### src/rtl/alu_div_seq_pkg.sv
// Shared definitions for the sequential divider: FSM state encoding and result constants.
package alu_div_seq_pkg;

    // IDLE -> RUN -> FIX -> IDLE; a zero divisor skips RUN.
    typedef enum logic [1:0] {
        StIdle = 2'd0,
        StRun  = 2'd1,
        StFix  = 2'd2
    } div_state_e;

    // Every quotient bit takes this value on divide-by-zero (all ones).
    localparam logic DivZeroFill = 1'b1;

endpackage

### src/rtl/alu_div_seq_div_step.sv
// One radix-2 restoring division step: shift in the next dividend bit, trial-subtract the
// divisor, keep the difference on no borrow, otherwise restore.
module alu_div_seq_div_step
    import alu_div_seq_pkg::*;
#(
    parameter int unsigned WIDTH = 32
) (
    input  logic [WIDTH-1:0] r,
    input  logic [WIDTH-1:0] d,
    input  logic             dividend_bit,
    output logic [WIDTH-1:0] r_next,
    output logic             q_bit
);

    logic [WIDTH:0]   shifted;
    logic [WIDTH+1:0] sum;
    logic [WIDTH:0]   diff;
    logic             unused_diff_msb;

    assign shifted = {r, dividend_bit};

    // WIDTH+1-bit subtract as shifted + ~{0,d} + 1; carry out set means no borrow.
    assign sum = {1'b0, shifted} + {1'b0, ~{1'b0, d}} + {{(WIDTH + 1){1'b0}}, 1'b1};

    assign q_bit = sum[WIDTH+1];
    assign diff  = sum[WIDTH:0];

    // A kept difference is below d, so its top bit is always zero.
    assign unused_diff_msb = diff[WIDTH];

    assign r_next = q_bit ? diff[WIDTH-1:0] : shifted[WIDTH-1:0];

endmodule

### src/rtl/alu_div_seq.sv
// Multi-cycle DIV/DIVU unit: one quotient bit per clock on operand magnitudes, signs applied
// in a final fix-up cycle. Quotient goes to LO, remainder to HI.
module alu_div_seq
    import alu_div_seq_pkg::*;
#(
    parameter int unsigned WIDTH = 32
) (
    input  logic             clk,
    input  logic             reset,
    input  logic             start,
    input  logic             flush,
    input  logic             Sign,
    input  logic [WIDTH-1:0] A,
    input  logic [WIDTH-1:0] B,
    output logic             busy,
    output logic             done,
    output logic [WIDTH-1:0] quo,
    output logic [WIDTH-1:0] rem,
    output logic             div_zero
);

    localparam int unsigned      CntW       = (WIDTH > 1) ? $clog2(WIDTH) : 1;
    localparam logic [CntW-1:0]  LastCount  = CntW'(WIDTH - 1);
    localparam logic [WIDTH-1:0] DivZeroQuo = {WIDTH{DivZeroFill}};

    div_state_e       state_q, state_d;
    logic [CntW-1:0]  count_q, count_d;
    logic [WIDTH-1:0] r_q, r_d;          // partial remainder
    logic [WIDTH-1:0] q_q, q_d;          // dividend shifting out, quotient shifting in
    logic [WIDTH-1:0] d_q, d_d;          // divisor magnitude
    logic             quo_neg_q, quo_neg_d;
    logic             rem_neg_q, rem_neg_d;
    logic             zero_q, zero_d;    // divisor was zero for the current operation
    logic [WIDTH-1:0] quo_q, quo_d;
    logic [WIDTH-1:0] rem_q, rem_d;
    logic             done_q, done_d;
    logic             div_zero_q, div_zero_d;

    logic             a_neg, b_neg;
    logic [WIDTH-1:0] step_r;
    logic             step_q;
    logic [WIDTH-1:0] rem_mag;

    assign a_neg = Sign & A[WIDTH-1];
    assign b_neg = Sign & B[WIDTH-1];

    // On divide-by-zero the dividend magnitude still sits in q_q and becomes the remainder.
    assign rem_mag = zero_q ? q_q : r_q;

    alu_div_seq_div_step #(
        .WIDTH (WIDTH)
    ) u_div_step (
        .r            (r_q),
        .d            (d_q),
        .dividend_bit (q_q[WIDTH-1]),
        .r_next       (step_r),
        .q_bit        (step_q)
    );

    // Next-state and datapath control; flush wins over everything and leaves results intact.
    always_comb begin
        state_d    = state_q;
        count_d    = count_q;
        r_d        = r_q;
        q_d        = q_q;
        d_d        = d_q;
        quo_neg_d  = quo_neg_q;
        rem_neg_d  = rem_neg_q;
        zero_d     = zero_q;
        quo_d      = quo_q;
        rem_d      = rem_q;
        done_d     = 1'b0;
        div_zero_d = div_zero_q;

        if (flush) begin
            state_d = StIdle;
        end else begin
            unique case (state_q)
                StIdle: begin
                    if (start) begin
                        r_d       = '0;
                        q_d       = a_neg ? -A : A;
                        d_d       = b_neg ? -B : B;
                        quo_neg_d = a_neg ^ b_neg;
                        rem_neg_d = a_neg;
                        zero_d    = (B == '0);
                        count_d   = '0;
                        state_d   = (B == '0) ? StFix : StRun;
                    end
                end
                StRun: begin
                    r_d     = step_r;
                    q_d     = {q_q[WIDTH-2:0], step_q};
                    count_d = count_q + CntW'(1);
                    if (count_q == LastCount) begin
                        state_d = StFix;
                    end
                end
                StFix: begin
                    quo_d      = zero_q ? DivZeroQuo : (quo_neg_q ? -q_q : q_q);
                    rem_d      = rem_neg_q ? -rem_mag : rem_mag;
                    div_zero_d = zero_q;
                    done_d     = 1'b1;
                    state_d    = StIdle;
                end
                default: state_d = StIdle;
            endcase
        end
    end

    // State, operand and result registers.
    always_ff @(posedge clk or negedge reset) begin
        if (!reset) begin
            state_q    <= StIdle;
            count_q    <= '0;
            r_q        <= '0;
            q_q        <= '0;
            d_q        <= '0;
            quo_neg_q  <= 1'b0;
            rem_neg_q  <= 1'b0;
            zero_q     <= 1'b0;
            quo_q      <= '0;
            rem_q      <= '0;
            done_q     <= 1'b0;
            div_zero_q <= 1'b0;
        end else begin
            state_q    <= state_d;
            count_q    <= count_d;
            r_q        <= r_d;
            q_q        <= q_d;
            d_q        <= d_d;
            quo_neg_q  <= quo_neg_d;
            rem_neg_q  <= rem_neg_d;
            zero_q     <= zero_d;
            quo_q      <= quo_d;
            rem_q      <= rem_d;
            done_q     <= done_d;
            div_zero_q <= div_zero_d;
        end
    end

    assign busy     = (state_q == StRun) || (state_q == StFix);
    assign done     = done_q;
    assign quo      = quo_q;
    assign rem      = rem_q;
    assign div_zero = div_zero_q;

endmodule

### config.mk
export PLATFORM = sky130hd
export DESIGN_NAME = alu_div_seq
export DESIGN_NICKNAME = d
export VERILOG_FILES = /design/src/rtl/alu_div_seq_pkg.sv /design/src/rtl/alu_div_seq_div_step.sv /design/src/rtl/alu_div_seq.sv
export SDC_FILE = /design/constraint.sdc
export NUM_CORES = 1
export LEC_CHECK = 0
export ABC_AREA = 1
export BUFFER_PORTS_ARGS = -buffer_cell sky130_fd_sc_hd__buf_2
export CORE_MARGIN = 5
export CORE_UTILIZATION = 55
export DETAILED_ROUTE_END_ITERATION = 12
export PLACE_DENSITY_LB_ADDON = 0.25
export SKIP_CTS_REPAIR_TIMING = 1
export SYNTH_ARGS = -nofsm -noshare
export SYNTH_HDL_FRONTEND = slang
export SYNTH_SLANG_ARGS = --single-unit
export TNS_END_PERCENT = 100
### constraint.sdc
create_clock -name clk -period 1.9 [get_ports clk]
set_input_delay 0.38 -clock clk [delete_from_list [all_inputs] [get_ports clk]]
set_output_delay 0.38 -clock clk [all_outputs]
set_load 0.02 [all_outputs]
==> impl_summary.md <==
Outcome
The flow ran to the end, but the final reports show violations. The final reports fail on negative setup slack.

CTS
The tree is rooted in a sky130_fd_sc_hd__clkbuf_16. TritonCTS built the clock tree. The number of clock buffers inserted by TritonCTS is 17. The clock network latency to the later pin of the worst-skew pair is 0.44 ns. After clock tree synthesis, the clock-pin slew on the worst setup and hold paths is 0.08 ns. The number of sinks on the clock net is 172. The H-tree depth is 4. The maximum buffer depth of the clock tree is 2.

Critical path
The critical path class is reg -> reg. The startpoint of the worst register-to-register path is r_q[18]. The critical path endpoint category is a flip-flop. The cell depth of the worst flop-to-flop path is 13.

The worst path arrival time is 2.56 ns. In this run the worst path has a maximum fanout of 11. The cell family with the largest share of critical-path delay is simple AND/OR/NAND/NOR gates. At the worst endpoint, the required time is 2.20 ns.

The slowest cell on the critical path is sky130_fd_sc_hd__dfrtp_2. The delay of the slowest critical-path stage is 0.48 ns. The capture instance of the worst register-to-register path is r_q[13]. The buffering stage count on the worst path with inverters included is 3. The signal on the critical path passes through ha_4, nand2_2, inv_1, nand2_2, nand2_4, a21oi_4, nor2_4, nor2_4, buf_12, clkbuf_16, nand3_1, nand3_1, nand2_1. The worst-case register-to-register setup slack is -0.36 ns. STA classifies the critical path startpoint as a flip-flop.

Logic synthesis
The top cell type by total area after synthesis is sky130_fd_sc_hd__dfrtp_1. Dividing the synthesized area by the synthesized cell count gives 6.13 um2. The total number of yosys warnings is 0. The sequential element share of the synthesized area is 30.7%. Synthesis inferred 172 register bits.

The dominant synthesized flop cell is sky130_fd_sc_hd__dfrtp_1. After synthesis, the cell types taking the most area are sky130_fd_sc_hd__dfrtp_1, sky130_fd_sc_hd__nand2_1, sky130_fd_sc_hd__inv_1. Of all flip-flops after synthesis, the portion carrying an async set or reset was 100%. After synthesis, the largest area contributor takes up 30.7% of total cell area. The dominant cell by count in the synthesized netlist is sky130_fd_sc_hd__nand2_1.

After synthesis the cells add up to 0.0140 mm2. The commonest cells after synthesis are sky130_fd_sc_hd__nand2_1, sky130_fd_sc_hd__inv_1, sky130_fd_sc_hd__nand3_1. After synthesis, the netlist uses 44 different library cells.

Yosys mapped a number of flops with a built-in enable equal to 0. The net count after synthesis is 2398. The gate count of the mapped netlist is 2287.

Cells and area
The final-stage net count is 2832. The post-route core utilization is 78.1%. The finished layout holds 3064 standard cells, fillers aside. The area added between synthesis and finish is 40.2%.

The repair_antennas step left the layout with diodes totalling 0. The post-route netlist has 29.6% of its cells at a drive strength greater than 1.

Route
The number of nets with antenna violations after detailed routing is 0. The mean number of vias per cell is 5.61. In the routed design, unresolved DRC markers number 0. The routed via count is 17200. The total wirelength of the detailed-routed design is 54.7 mm. The detailed-router iteration count before antenna repair is 6.

The number of violations reported at the end of detailed-routing iteration 0 is 2083. The average wire length per cell after detail routing is 17.9 um.

Global route
The routing usage on met2 is 57.8%. The global-route met3 utilization is 4.19%. The total congestion overflow after global routing is 0. The initial antenna violation count is 0.

The first-pass GRT wire length is 80.4 mm. Entering global routing, the biggest net connects 53 pins. The via count of the first global-routing pass is 15600. For this run, the total global-route usage over all layers was measured as 35.0%. For met1 alone, demand over resource in global routing was 46.4%. The layer with the highest usage is met2.

Hold path
The end point of the worst hold path is state_q[1]. The hold path startpoint is flush. The path category of the worst min-delay check is in -> reg. The worst hold path passes through 4 cells.

STA
The final clock period utilization by the worst path is 119%. The max-slew violation count was 0. The routed design could run at a clock period as short as 2.26 ns. The worst pin sits at a relative slew slack of 63.9%. Hold timing on the final database bottoms out at a slack of 0.199 ns.

The final count of negative-setup-slack endpoints is 56. The post-route setup TNS is -10.21 ns. The slew at the pin with the worst max-slew slack is 0.540 ns. The count of endpoints failing hold in the final timing report came to 0. The highest clock frequency the design can meet is 0.443 GHz. Setup repair after global routing could not meet its margin everywhere. Between clock sinks in the finished design, the worst skew comes to 0.0165 ns. Across all setup checks in the final design, the least slack found is -0.357 ns.

Floorplan
In this run the standard cell core region covers 0.0252 mm2. The starting density of the core is 55.7%. The number of I/O pins is 136. The number of standard-cell rows in the floorplan is 58. The floorplan step defined a die boundary enclosing 0.0288 mm2. The floorplan step set the die height to 170 um. The overall die width is 170 um.

Pwr
For this design the ratio of total power to cell area is 1160 mW/mm2. The leakage power is 0.0104 uW. The worst-case IR drop observed on VDD is 0.916 mV.

After layout, the design draws a total of 22800 uW.

Placed design
Including well taps, the total number of placed cells is 2986. Buffers placed on the I/O ports in this run total 135. At the end of routability-driven placement, the weighted congestion stood at 1.03. Detailed placement finished with a half-perimeter wire length of 40.5 mm.

Flow run
The tool flagged a number of max-cap violations equal to 0.
routing by layer:
metal | up-vias | share of wire, %
met2 | 902 | 47
met5 | - | 0
met1 | 7974 | 39
met4 | 0 | 5.8
li1 | 8150 | -
met3 | 163 | 8.6
placed cells by master (no fill, tap or decap), types with 12 or more instances in the layout:
cell | Yosys | final
sky130_fd_sc_hd__inv_2 | 12 | 32
sky130_fd_sc_hd__dfrtp_1 | 172 | 161
sky130_fd_sc_hd__o21ai_0 | 137 | 113
sky130_fd_sc_hd__o21ai_1 | 18 | 34
sky130_fd_sc_hd__nor3_1 | 22 | 19
sky130_fd_sc_hd__ha_4 | 0 | 29
sky130_fd_sc_hd__nand2_1 | 787 | 710
sky130_fd_sc_hd__a31oi_1 | 18 | 18
sky130_fd_sc_hd__xor2_1 | 38 | 35
sky130_fd_sc_hd__clkbuf_16 | 0 | 23
sky130_fd_sc_hd__nand2_4 | 0 | 14
sky130_fd_sc_hd__buf_6 | 6 | 19
sky130_fd_sc_hd__o22ai_1 | 12 | 12
sky130_fd_sc_hd__buf_2 | 10 | 134
sky130_fd_sc_hd__nand3_1 | 232 | 202
sky130_fd_sc_hd__nor2_2 | 11 | 32
sky130_fd_sc_hd__inv_1 | 313 | 292
sky130_fd_sc_hd__buf_4 | 6 | 307
sky130_fd_sc_hd__buf_12 | 0 | 16
sky130_fd_sc_hd__nand2_2 | 15 | 76
sky130_fd_sc_hd__a21oi_1 | 63 | 54
sky130_fd_sc_hd__nor2_4 | 1 | 17
sky130_fd_sc_hd__nand3_2 | 3 | 28
sky130_fd_sc_hd__nor2_1 | 217 | 180
sky130_fd_sc_hd__xnor2_1 | 16 | 15
sky130_fd_sc_hd__nand4_1 | 29 | 29
layout make-up:
class,count,area [um2]
timing repair buffer,485,3700
sequential,172,4320
multi-input combinational,1718,9400
tap,330,413
clock buffer,17,425
inverter,326,1240
fill,1888,5520
clock inverter,15,150
timing repair inverter,1,11.3
how the worst max path moves through the flow:
stage / start / to / slack (ns) / cells after the start
6_report: r_q[18] / r_q[13] / -0.36 / 13
3_3_place_gp: B[0] / d_q[22] / -0.32 / 14
5_1_grt: r_q[21] / r_q[13] / -0.43 / 13
3_5_place_dp: B[0] / d_q[22] / -0.36 / 15
2_1_floorplan: r_q[2] / r_q[12] / 0.003 / 14
4_1_cts: d_q[16] / r_q[25] / -0.36 / 13
metrics by stage:
step	cell area (um2)	worst slack (ns)
finish	19700	-0.357
global route	19700	-0.431
CTS	18000	-0.363
detailed placement	17400	-0.359
global placement	17400	-0.319
floorplan	14200	0.00350
worst reg2reg max path: stages, from the launching register on:
cell and delay, ns:
sky130_fd_sc_hd__dfrtp_2 0.48, sky130_fd_sc_hd__ha_4 0.29, sky130_fd_sc_hd__nand2_2 0.08, sky130_fd_sc_hd__inv_1 0.05, sky130_fd_sc_hd__nand2_2 0.07, sky130_fd_sc_hd__nand2_4 0.06
sky130_fd_sc_hd__a21oi_4 0.19, sky130_fd_sc_hd__nor2_4 0.06, sky130_fd_sc_hd__nor2_4 0.19, sky130_fd_sc_hd__buf_12 0.18, sky130_fd_sc_hd__clkbuf_16 0.17, sky130_fd_sc_hd__nand3_1 0.09
sky130_fd_sc_hd__nand3_1 0.11, sky130_fd_sc_hd__nand2_1 0.11
where the power goes:
part,leakage [uW],total (uW),internal [uW],switching (uW)
sequential,0.00215,5810,4840,971
clock,0.000278,3580,1760,1830
combinational,0.00801,13400,5500,7920
cell families after synthesis:
kind of cell    Yosys count  synth area share [%]
fa+ha+maj                42                  3.80
flops                   172                  30.7
simple gates           1337                  39.6
xor+xnor                 54                  3.37
compound gates          283                  11.2
buf+inv                 399                  11.3
sequential cells by signal, indices dropped and copies added (netlist names), 2 cells and up:
signal   count
state_q      2
quo         32
d_q         32
count_q      5
rem         32
r_q         32
q_q         32
No activity file was read; power rests on OpenSTA's default activity.
